==> config.mk <==
export PLATFORM = sky130hd
export DESIGN_NAME = pc_gen
export DESIGN_NICKNAME = d
export VERILOG_FILES = /design/src/rtl/pc_gen.sv
export SDC_FILE = /design/constraint.sdc
export NUM_CORES = 1
export LEC_CHECK = 0
export BUFFER_PORTS_ARGS = -buffer_cell sky130_fd_sc_hd__buf_2
export CORE_MARGIN = 10
export CORE_UTILIZATION = 54
export CTS_CLUSTER_DIAMETER = 30
export DETAILED_ROUTE_END_ITERATION = 6
export GPL_TIMING_DRIVEN = 1
export PLACE_DENSITY_LB_ADDON = 0.15
export SLEW_MARGIN = 20
export SYNTH_ARGS = -nofsm -noshare
export SYNTH_HDL_FRONTEND = slang
export SYNTH_SLANG_ARGS = --single-unit
==> constraint.sdc <==
create_clock -name clk -period 5.65 [get_ports clk]
set_clock_uncertainty 0.05 [all_clocks]
set_input_delay 0.2825 -clock clk [delete_from_list [all_inputs] [get_ports clk]]
set_output_delay 0.2825 -clock clk [all_outputs]
set_load 0.05 [all_outputs]
==> src/rtl/pc_gen.sv <==
//============================================================================
// Module   : pc_gen
// Purpose  : Fetch-stage PC register and next-fetch-address selection with
//            exception/ERET vectors, held redirects and imem backpressure.
//            Optional fetch-address fault check: define PC_ALIGN_CHK_EN.
// Revision : 1.0 - initial release
//============================================================================
`default_nettype none

module pc_gen #(
  parameter logic [31:0] RESET_PC = 32'h0000_3000,
  parameter logic [31:0] EXC_PC   = 32'h0000_4180,
  parameter logic [31:0] IMEM_LO  = 32'h0000_3000,
  parameter logic [31:0] IMEM_HI  = 32'h0000_6FFF
) (
  input  logic        clk,
  input  logic        reset,
  input  logic        stall,
  input  logic        fetch_ready,
  input  logic        req,
  input  logic        eret,
  input  logic [31:0] epc,
  input  logic        d_valid,
  input  logic [1:0]  npc_type,
  input  logic        cmp_true,
  input  logic [31:0] imm32,
  input  logic [25:0] instr_index,
  input  logic [31:0] jr_addr,
  input  logic [31:0] d_pc,
  output logic [31:0] f_pc,
  output logic        redirect_pending,
  output logic        adel
);

  localparam logic [1:0] c_npc_seq    = 2'd0;
  localparam logic [1:0] c_npc_branch = 2'd1;
  localparam logic [1:0] c_npc_jump   = 2'd2;
  localparam logic [1:0] c_npc_jr     = 2'd3;

  logic [31:0] r_f_pc;
  logic        r_pending;
  logic [31:0] r_pend_tgt;

  logic        w_adv;
  logic        w_redir;
  logic [31:0] w_tgt;
  logic [31:0] w_next_pc;
  logic        w_next_pend;
  logic [31:0] w_next_tgt;

  assign w_adv = fetch_ready & ~stall;

  // Redirect target from the D-stage instruction; it lands after the delay slot.
  always_comb begin
    w_redir = 1'b0;
    w_tgt   = 32'h0;
    if (d_valid) begin
      case (npc_type)
        c_npc_branch: begin
          w_redir = cmp_true;
          w_tgt   = d_pc + 32'd4 + (imm32 << 2);
        end
        c_npc_jump: begin
          w_redir = 1'b1;
          w_tgt   = {d_pc[31:28], instr_index, 2'b00};
        end
        c_npc_jr: begin
          w_redir = 1'b1;
          w_tgt   = jr_addr;
        end
        c_npc_seq: w_redir = 1'b0;
        default:   w_redir = 1'b0;
      endcase
    end
  end

  // CP0 requests bypass stall/backpressure; a held redirect waits for the
  // first advancing cycle and a newer one replaces it.
  always_comb begin
    w_next_pc   = r_f_pc;
    w_next_pend = r_pending;
    w_next_tgt  = r_pend_tgt;
    if (req) begin
      w_next_pc   = EXC_PC;
      w_next_pend = 1'b0;
    end else if (eret) begin
      w_next_pc   = epc;
      w_next_pend = 1'b0;
    end else if (w_redir) begin
      if (w_adv) begin
        w_next_pc   = w_tgt;
        w_next_pend = 1'b0;
      end else begin
        w_next_pend = 1'b1;
        w_next_tgt  = w_tgt;
      end
    end else if (r_pending && w_adv) begin
      w_next_pc   = r_pend_tgt;
      w_next_pend = 1'b0;
    end else if (w_adv) begin
      w_next_pc = r_f_pc + 32'd4;
    end
  end

  always_ff @(posedge clk) begin
    if (reset) begin
      r_f_pc     <= RESET_PC;
      r_pending  <= 1'b0;
      r_pend_tgt <= 32'h0;
    end else begin
      r_f_pc     <= w_next_pc;
      r_pending  <= w_next_pend;
      r_pend_tgt <= w_next_tgt;
    end
  end

  assign f_pc             = r_f_pc;
  assign redirect_pending = r_pending;

`ifdef PC_ALIGN_CHK_EN
  logic r_adel;
  logic w_fault;

  // Faulting address is still loaded so CP0 can capture it as BadVAddr.
  assign w_fault = (w_next_pc[1:0] != 2'b00) || (w_next_pc < IMEM_LO) ||
                   (w_next_pc > IMEM_HI);

  always_ff @(posedge clk) begin
    if (reset) begin
      r_adel <= 1'b0;
    end else begin
      r_adel <= w_fault;
    end
  end

  assign adel = r_adel;
`else
  // Folds to constant 0; references the range bounds without building comparators.
  assign adel = &{1'b0, IMEM_LO[0], IMEM_HI[0]};
`endif

endmodule

`default_nettype wire

==> results of run 1 <==
[registers in the layout, indices dropped and copies added (netlist names), named ones only]
| signal | count |
|---|---|
| r_pend_tgt | 32 |
| f_pc | 30 |
| redirect_pending | 1 |
[cell usage after synthesis, types with 18 or more instances]
cell,count,area [um^2]
nand2_1,98,368
nor3_1,21,105
o21ai_0,65,325
nand3_1,31,155
a211oi_1,26,195
a21oi_1,56,280
xnor2_1,18,158
clkbuf_1,48,180
xor2_1,23,201
nor2_1,97,364
dfxtp_1,65,1300
o211ai_1,26,195
ha_1,58,726
[logic make-up (layout without fill, tap and decap cells)]
| family | after synthesis | after routing | share of synthesized area |
|---|---|---|---|
| xor gates and xnor gates | 41 | 41 | 0.0598 |
| muxes | 10 | 10 | 0.0175 |
| buffers and inverters | 69 | 236 | 0.0437 |
| other | 1 | 2 | 0.000624 |
| DFF | 65 | 65 | 0.217 |
| and+or+nand+nor | 307 | 307 | 0.231 |
| adders and majority gates | 59 | 59 | 0.124 |
| AOI/OAI and AO/OA | 276 | 276 | 0.306 |
[per-layer routing]
metal / track usage / up-vias
met5: 0 / -
met4: 0.0678 / 2
met3: 0.0549 / 38
met2: 0.363 / 317
met1: 0.339 / 3003
li1: - / 3396
[power by group through the flow]
stage | logic, mW | registers [mW] | clock network (mW)
after floorplan | 0.323 | 0.540 | 0
after global placement | 0.509 | 0.506 | 0
after detailed placement | 0.514 | 0.506 | 0
after CTS | 0.517 | 0.496 | 0.398
after global routing | 0.580 | 0.499 | 0.418
final | 0.524 | 0.497 | 0.395
[worst max path at each step]
stage,slack [ns],startpoint,cells after the start,end
6_report,2.28,d_pc[3],15,f_pc[17]
5_1_grt,2.05,imm32[1],15,f_pc[17]
3_5_place_dp,1.93,imm32[1],15,f_pc[17]
2_1_floorplan,2.60,imm32[8],12,f_pc[31]
4_1_cts,2.30,imm32[1],15,f_pc[17]
3_3_place_gp,1.96,imm32[1],15,f_pc[17]
[cell type report]
cell class / count / area [um^2]
Antenna cell: 1 / 2.50
Clock buffer: 13 / 149
Clock inverter: 3 / 40.0
Fill cell: 1024 / 3660
Inverter: 17 / 63.8
Multi-Input combinational cell: 694 / 4460
Sequential cell: 65 / 1300
Tap cell: 140 / 175
Timing Repair Buffer: 203 / 1040
[worst min-delay path: cells and delay by family]
family	cells	cell delay, ns
buffers and inverters	1	0.08
AND/OR/NAND/NOR	1	0.07
AO/OA/AOI/OAI	1	0.05
==> reports/results.tsv, run 1 <==
stage	metric	value	unit
worst_setup_path	slowest cell on the critical path	a222oi_1	
timing	relative slew slack	0.330	
grt	initial antenna violation count	2	
cts	Clock Tree Root	clkbuf_8	
floorplan	Starting Density	0.552	
synth	top_reg_cell synth	dfxtp_1	
floorplan	Core Area	0.0109	mm^2
worst_setup_path	critical path cell sequence	buf_2 > ha_1 > ha_1 > inv_1 > fa_1 > nor2b_2 > o211ai_2 > a31oi_1 > a211o_1 > a21o_1 > a21oi_1 > xnor2_1 > a222oi_1 > a311o_1 > a21oi_1	
synth	synthesized flop and latch total	65	
worst_hold_path	hold path depth	3	
worst_setup_path	RR Endpoint	f_pc[25]	
cts	Worst-path clk slew	0.07	ns
cells_and_area	most frequent cells in the layout	buf_2, nand2_1, nor2_1	
placement	Post-DP HPWL	15600	um
synth	Synth Warn #	0	
placement	dpl cell area	0.00703	mm^2
worst_setup_path	R2R Setup Slk	2.89	ns
worst_setup_path	critical path class	input port to register	
power	sequential power share	0.351	
worst_setup_path	CP required	5.83	ns
routing	top layer in use	met5	
placement	DP Worst Slack	1.93	ns
timing	hold_ws	0.105	ns
cells_and_area	Post-Layout Cell Count	1136	
power	Leak	3.26	nW
cts	CTS Sinks	65	
cts	Clock Latency Late Sink	0.36	ns
power	Max VDD drop	0.000179	V
worst_setup_path	Largest stage delay, worst path	0.59	ns
timing	Least-Margin Pin Slew	1.00	ns
cells_and_area	commonest non-fill, non-tap cell in the layout	buf_2	
routing	metal2 WL	8480	um
power	total power	1.42	mW
synth	post-synth cell types	64	
power	Net Sw Frac	0.364	
cts	Resized cells post-CTS	0	
synth	syn avg cell area	7.26	um^2
power	P_int	0.901	mW
status	outcome	complete, no violations	
worst_setup_path	Crit. End Element	register	
worst_setup_path	Worst setup SP type	input port	
worst_setup_path	RR Startpoint	f_pc[4]	
synth	register area share after synthesis	0.217	
placement	Final Wtd Congestion	0.926	
timing	Worst Slack Setup Final	2.28	ns
grt	largest net degree at the start of global routing	50	
routing	drt total wl	20100	um
timing	f_max	297	MHz
synth	Post-synth EDFFs	0	
floorplan	Die Area	0.0157	mm^2
cells_and_area	final net count	1213	
floorplan	IO Pins	198	
routing	Routed wire per std cell	17.7	um
worst_setup_path	Worst EP arrival	3.55	ns
worst_setup_path	depth of the most critical reg-to-reg path	10	
timing	fin crit share	0.596	
worst_setup_path	Worst Path Buf+Inv	2	
grt	total gr overflow	0	
grt	first-pass GRT wire length	32200	um
power	Psw	0.515	mW
cts	Max clock buf depth	2	
cells_and_area	utilization of the core after routing	0.664	
routing	Met1 Routed Length	9330	um
routing	via/cell ratio	5.95	
floorplan	Rows	38	
routing	via count	6756	
grt	Global Route Usage Sum	0.243	
synth	Post-Syn Nets	1051	
routing	TritonRoute pass-1 iters	5	
routing	drt initial violations	649	
routing	DRC violations left	0	
worst_setup_path	critical-path maximum fanout	5	
synth	ys async rst share	0	
cts	post-CTS setup buffer count	0	
timing	Final TNS setup	0	ns
power	Clk pwr share	0.279	
timing	Max Slew Vio Count	0	
cts	H-tree levels	3	
timing	Final min period	3.37	ns
floorplan	Die H	125	um
cells_and_area	Area Growth Syn to Fin	20.2	%
cts	CTS buffer count	9	
worst_hold_path	Hold Path Origin	epc[6]	
cells_and_area	layout cells sized above 1	0.234	
synth	Netlist Area Pre-Place	0.00601	mm^2
timing	Final Hold Viols	0	
timing	Final Setup Violations	0	
worst_hold_path	Worst Hold End	f_pc[6]	
power	logic gate share of total power	0.370	
placement	Cell Count Post-Placement	1119	
cts	hold buffers post-CTS	0	
routing	Post-DRT Antenna Nets	0	
cts	CTS tree	built	
timing	RSZ-0062 raised after global routing	false	
cells_and_area	design area	0.00723	mm^2
job	Max Cap Viol	0	
worst_hold_path	Hold Crit Class	input port to register	
power	Power Density	196	mW/mm^2
worst_setup_path	Largest delay share family, worst path	compound AO/OA/AOI/OAI gates	
synth	Synth Instances	828	
placement	IO Port Bufs	194	
routing	met3 routed WL	1900	um
grt	vias in the first global route	6314	
floorplan	die width	125	um
No activity file was read; power rests on OpenSTA's default activity.
==> run 2: changes to the inputs <==
--- a/config.mk
+++ b/config.mk
@@ -5,9 +5,10 @@
 export SDC_FILE = /design/constraint.sdc
 export NUM_CORES = 1
 export LEC_CHECK = 0
+export ABC_AREA = 1
 export BUFFER_PORTS_ARGS = -buffer_cell sky130_fd_sc_hd__buf_2
 export CORE_MARGIN = 10
-export CORE_UTILIZATION = 54
+export CORE_UTILIZATION = 49
 export CTS_CLUSTER_DIAMETER = 30
 export DETAILED_ROUTE_END_ITERATION = 6
 export GPL_TIMING_DRIVEN = 1
==> constraint.sdc (replaced) <==
create_clock -name clk -period 2.8 [get_ports clk]
set_clock_uncertainty 0.05 [all_clocks]
set_input_delay 0.14 -clock clk [delete_from_list [all_inputs] [get_ports clk]]
set_output_delay 0.14 -clock clk [all_outputs]
set_load 0.05 [all_outputs]
==> reports/results.tsv, run 2 <==
stage	metric	value	unit
synth	Netlist Area Pre-Place	0.00715	mm^2
timing	Max Slew Vio Count	0	
worst_hold_path	hold path depth	3	
cells_and_area	most frequent cells in the layout	nand2_1, inv_1, buf_2	
grt	Global Route Usage Sum	0.247	
worst_setup_path	critical-path maximum fanout	6	
cts	CTS tree	built	
routing	drt initial violations	660	
cts	Clock Tree Root	clkbuf_16	
timing	Final Hold Viols	0	
power	total power	3.35	mW
power	Power Density	392	mW/mm^2
placement	Post-DP HPWL	20500	um
grt	initial antenna violation count	0	
worst_setup_path	WP depth	17	
timing	relative slew slack	0.305	
power	Max VDD drop	0.000334	V
worst_setup_path	slowest cell on the critical path	fa_1	
synth	register area share after synthesis	0.182	
routing	via count	8510	
routing	Routed wire per std cell	15.6	um
worst_hold_path	Hold Crit Class	input port to register	
worst_setup_path	CP required	2.95	ns
routing	drt total wl	25200	um
synth	ys async rst share	0	
timing	fin crit share	0.792	
cells_and_area	Ant. Diodes	0	
cts	Resized cells post-CTS	0	
cts	CTS buffer count	9	
timing	Final Setup Violations	0	
cts	Max clock buf depth	2	
routing	Post-DRT Antenna Nets	0	
cells_and_area	utilization of the core after routing	0.593	
worst_setup_path	capture point of the worst path	f_pc[27]	
synth	most frequent cell after synthesis	nand2_1	
cells_and_area	commonest non-fill, non-tap cell in the layout	nand2_1	
synth	Synth Warn #	0	
grt	largest net degree at the start of global routing	43	
job	Max Cap Viol	0	
worst_setup_path	Worst setup SP type	input port	
synth	area share of the largest cell type after synthesis	0.206	
worst_setup_path	Crit. End Element	register	
floorplan	die width	141	um
worst_setup_path	Critical Path Source	imm32[1]	
timing	Final min period	2.22	ns
synth	top_reg_cell synth	dfxtp_1	
synth	syn avg cell area	5.73	um^2
worst_setup_path	RR Endpoint	f_pc[16]	
power	Leak	4.54	nW
timing	f_max	451	MHz
floorplan	IO Pins	198	
placement	Cell Count Post-Placement	1599	
synth	post-synth cell types	46	
placement	DP Worst Slack	0.257	ns
worst_setup_path	critical path class	input port to register	
status	outcome	complete, no violations	
cells_and_area	Area Growth Syn to Fin	19.6	%
floorplan	Core Area	0.0144	mm^2
cts	H-tree levels	3	
cells_and_area	final net count	1649	
worst_setup_path	depth of the most critical reg-to-reg path	11	
placement	Final Wtd Congestion	0.964	
grt	first-pass GRT wire length	40500	um
cells_and_area	Fillers	1527	
routing	TritonRoute pass-1 iters	5	
worst_setup_path	Largest stage delay, worst path	0.40	ns
worst_setup_path	RR Startpoint	f_pc[2]	
synth	leading area contributor after synthesis	nand2_1	
synth	Synth Instances	1249	
cts	hold buffers post-CTS	0	
cells_and_area	max reg flops	32	
cts	Clock Latency Late Sink	0.34	ns
grt	vias in the first global route	8184	
worst_setup_path	Largest delay share family, worst path	simple AND/OR/NAND/NOR gates	
timing	RSZ-0062 raised after global routing	false	
worst_setup_path	Worst Path Buf+Inv	3	
cells_and_area	layout cells sized above 1	0.173	
cells_and_area	Reg with most FFs	r_pend_tgt	
floorplan	Die H	141	um
grt	total gr overflow	0	
synth	top cells by area, synth	nand2_1, dfxtp_1, inv_1, ha_1, a21oi_1	
worst_setup_path	critical path cell sequence	buf_2 > ha_1 > ha_1 > inv_1 > fa_1 > inv_1 > nand3_1 > nand3_1 > nand2_1 > nand2_1 > nand2_1 > nand3_1 > nand2_1 > nand3_1 > nand3_1 > nand2_1 > a21oi_1	
cts	Worst-path clk slew	0.05	ns
synth	synthesized flop and latch total	65	
worst_setup_path	R2R Setup Slk	0.64	ns
cts	post-CTS setup buffer count	0	
timing	Final TNS setup	0	ns
routing	via/cell ratio	5.27	
worst_setup_path	Worst EP arrival	2.37	ns
timing	Least-Margin Pin Slew	1.04	ns
timing	Worst Slack Setup Final	0.582	ns
cells_and_area	Post-Layout Cell Count	1615	
floorplan	Rows	44	
synth	Synth top cells by count	nand2_1, inv_1, a21oi_1	
floorplan	Starting Density	0.496	
synth	Post-Syn Nets	1472	
synth	Post-synth EDFFs	0	
placement	IO Port Bufs	194	
cts	CTS Sinks	65	
floorplan	Die Area	0.0198	mm^2
routing	DRC violations left	0	
run 2: cell count changes in the layout (fill, tap and decap cells not counted), sizes merged, moves of 12 or more:
cell,delta
nand2,+296
inv,+190
a21oi,+52
nand3,+45
a211oi,-25
a22o,+20
nor2,+15
o211ai,-14
xnor2,-12
run 2: kinds of logic (layout without fill, tap and decap cells):
logic type / count (synthesis) / after routing / synth area share
adders and majority gates: 59 / 59 / 0.104
and+or+nand+nor: 615 / 615 / 0.356
xor gates and xnor gates: 25 / 25 / 0.0306
AOI/OAI and AO/OA: 237 / 237 / 0.190
DFF: 65 / 65 / 0.182
buffers and inverters: 247 / 429 / 0.137
other: 1 / 1 / 0.000524
run 2: stage by stage:
step                area [um^2]  hold WS [ns]
floorplan                  7150         0.254
global placement           8240         0.366
detailed placement         8240         0.371
CTS                        8550        0.0156
global route               8550        0.0262
finish                     8550        0.0174
run 2: worst min path at each step:
stage	end	from
CTS	f_pc[3]	epc[3]
floorplan	r_pend_tgt[0]	d_valid
global route	f_pc[3]	epc[3]
detailed placement	f_pc[3]	epc[3]
finish	f_pc[4]	epc[4]
global placement	f_pc[2]	epc[2]
run 2: power breakdown:
part           total [mW]  switching [mW]  internal (mW)
registers           0.999          0.0378          0.961
clock network        1.18           0.419          0.761
logic                1.17           0.760          0.413
run 2: per-layer routing:
| metal | vias to the layer above | wire, um | track usage |
|---|---|---|---|
| met1 | 3749 | 10900 | 0.313 |
| met5 | - | 0 | 0 |
| met3 | 38 | 2330 | 0.0601 |
| met2 | 371 | 11400 | 0.406 |
| met4 | 0 | 548 | 0.0701 |
| li1 | 4352 | - | - |
run 2: worst register-to-register path, stage by stage (launching register included):
cell and delay [ns]:
dfxtp_1 0.45, ha_1 0.24, nand3_1 0.23, nor2_2 0.27
nand3_1 0.14, xnor2_1 0.21, nand2_1 0.07, a21oi_1 0.13
nand2_1 0.11, nand2_1 0.10, nand2_1 0.05, nand2_1 0.05
run 2: layout make-up:
cell class                      count  area, um^2  share of cell area
Multi-Input combinational cell    937        4870               0.570
Sequential cell                    65        1300               0.152
Timing Repair Buffer              206        1060               0.124
Inverter                          207         777              0.0908
Clock buffer                       14         274              0.0320
Tap cell                          184         230              0.0269
Clock inverter                      2        35.0             0.00410
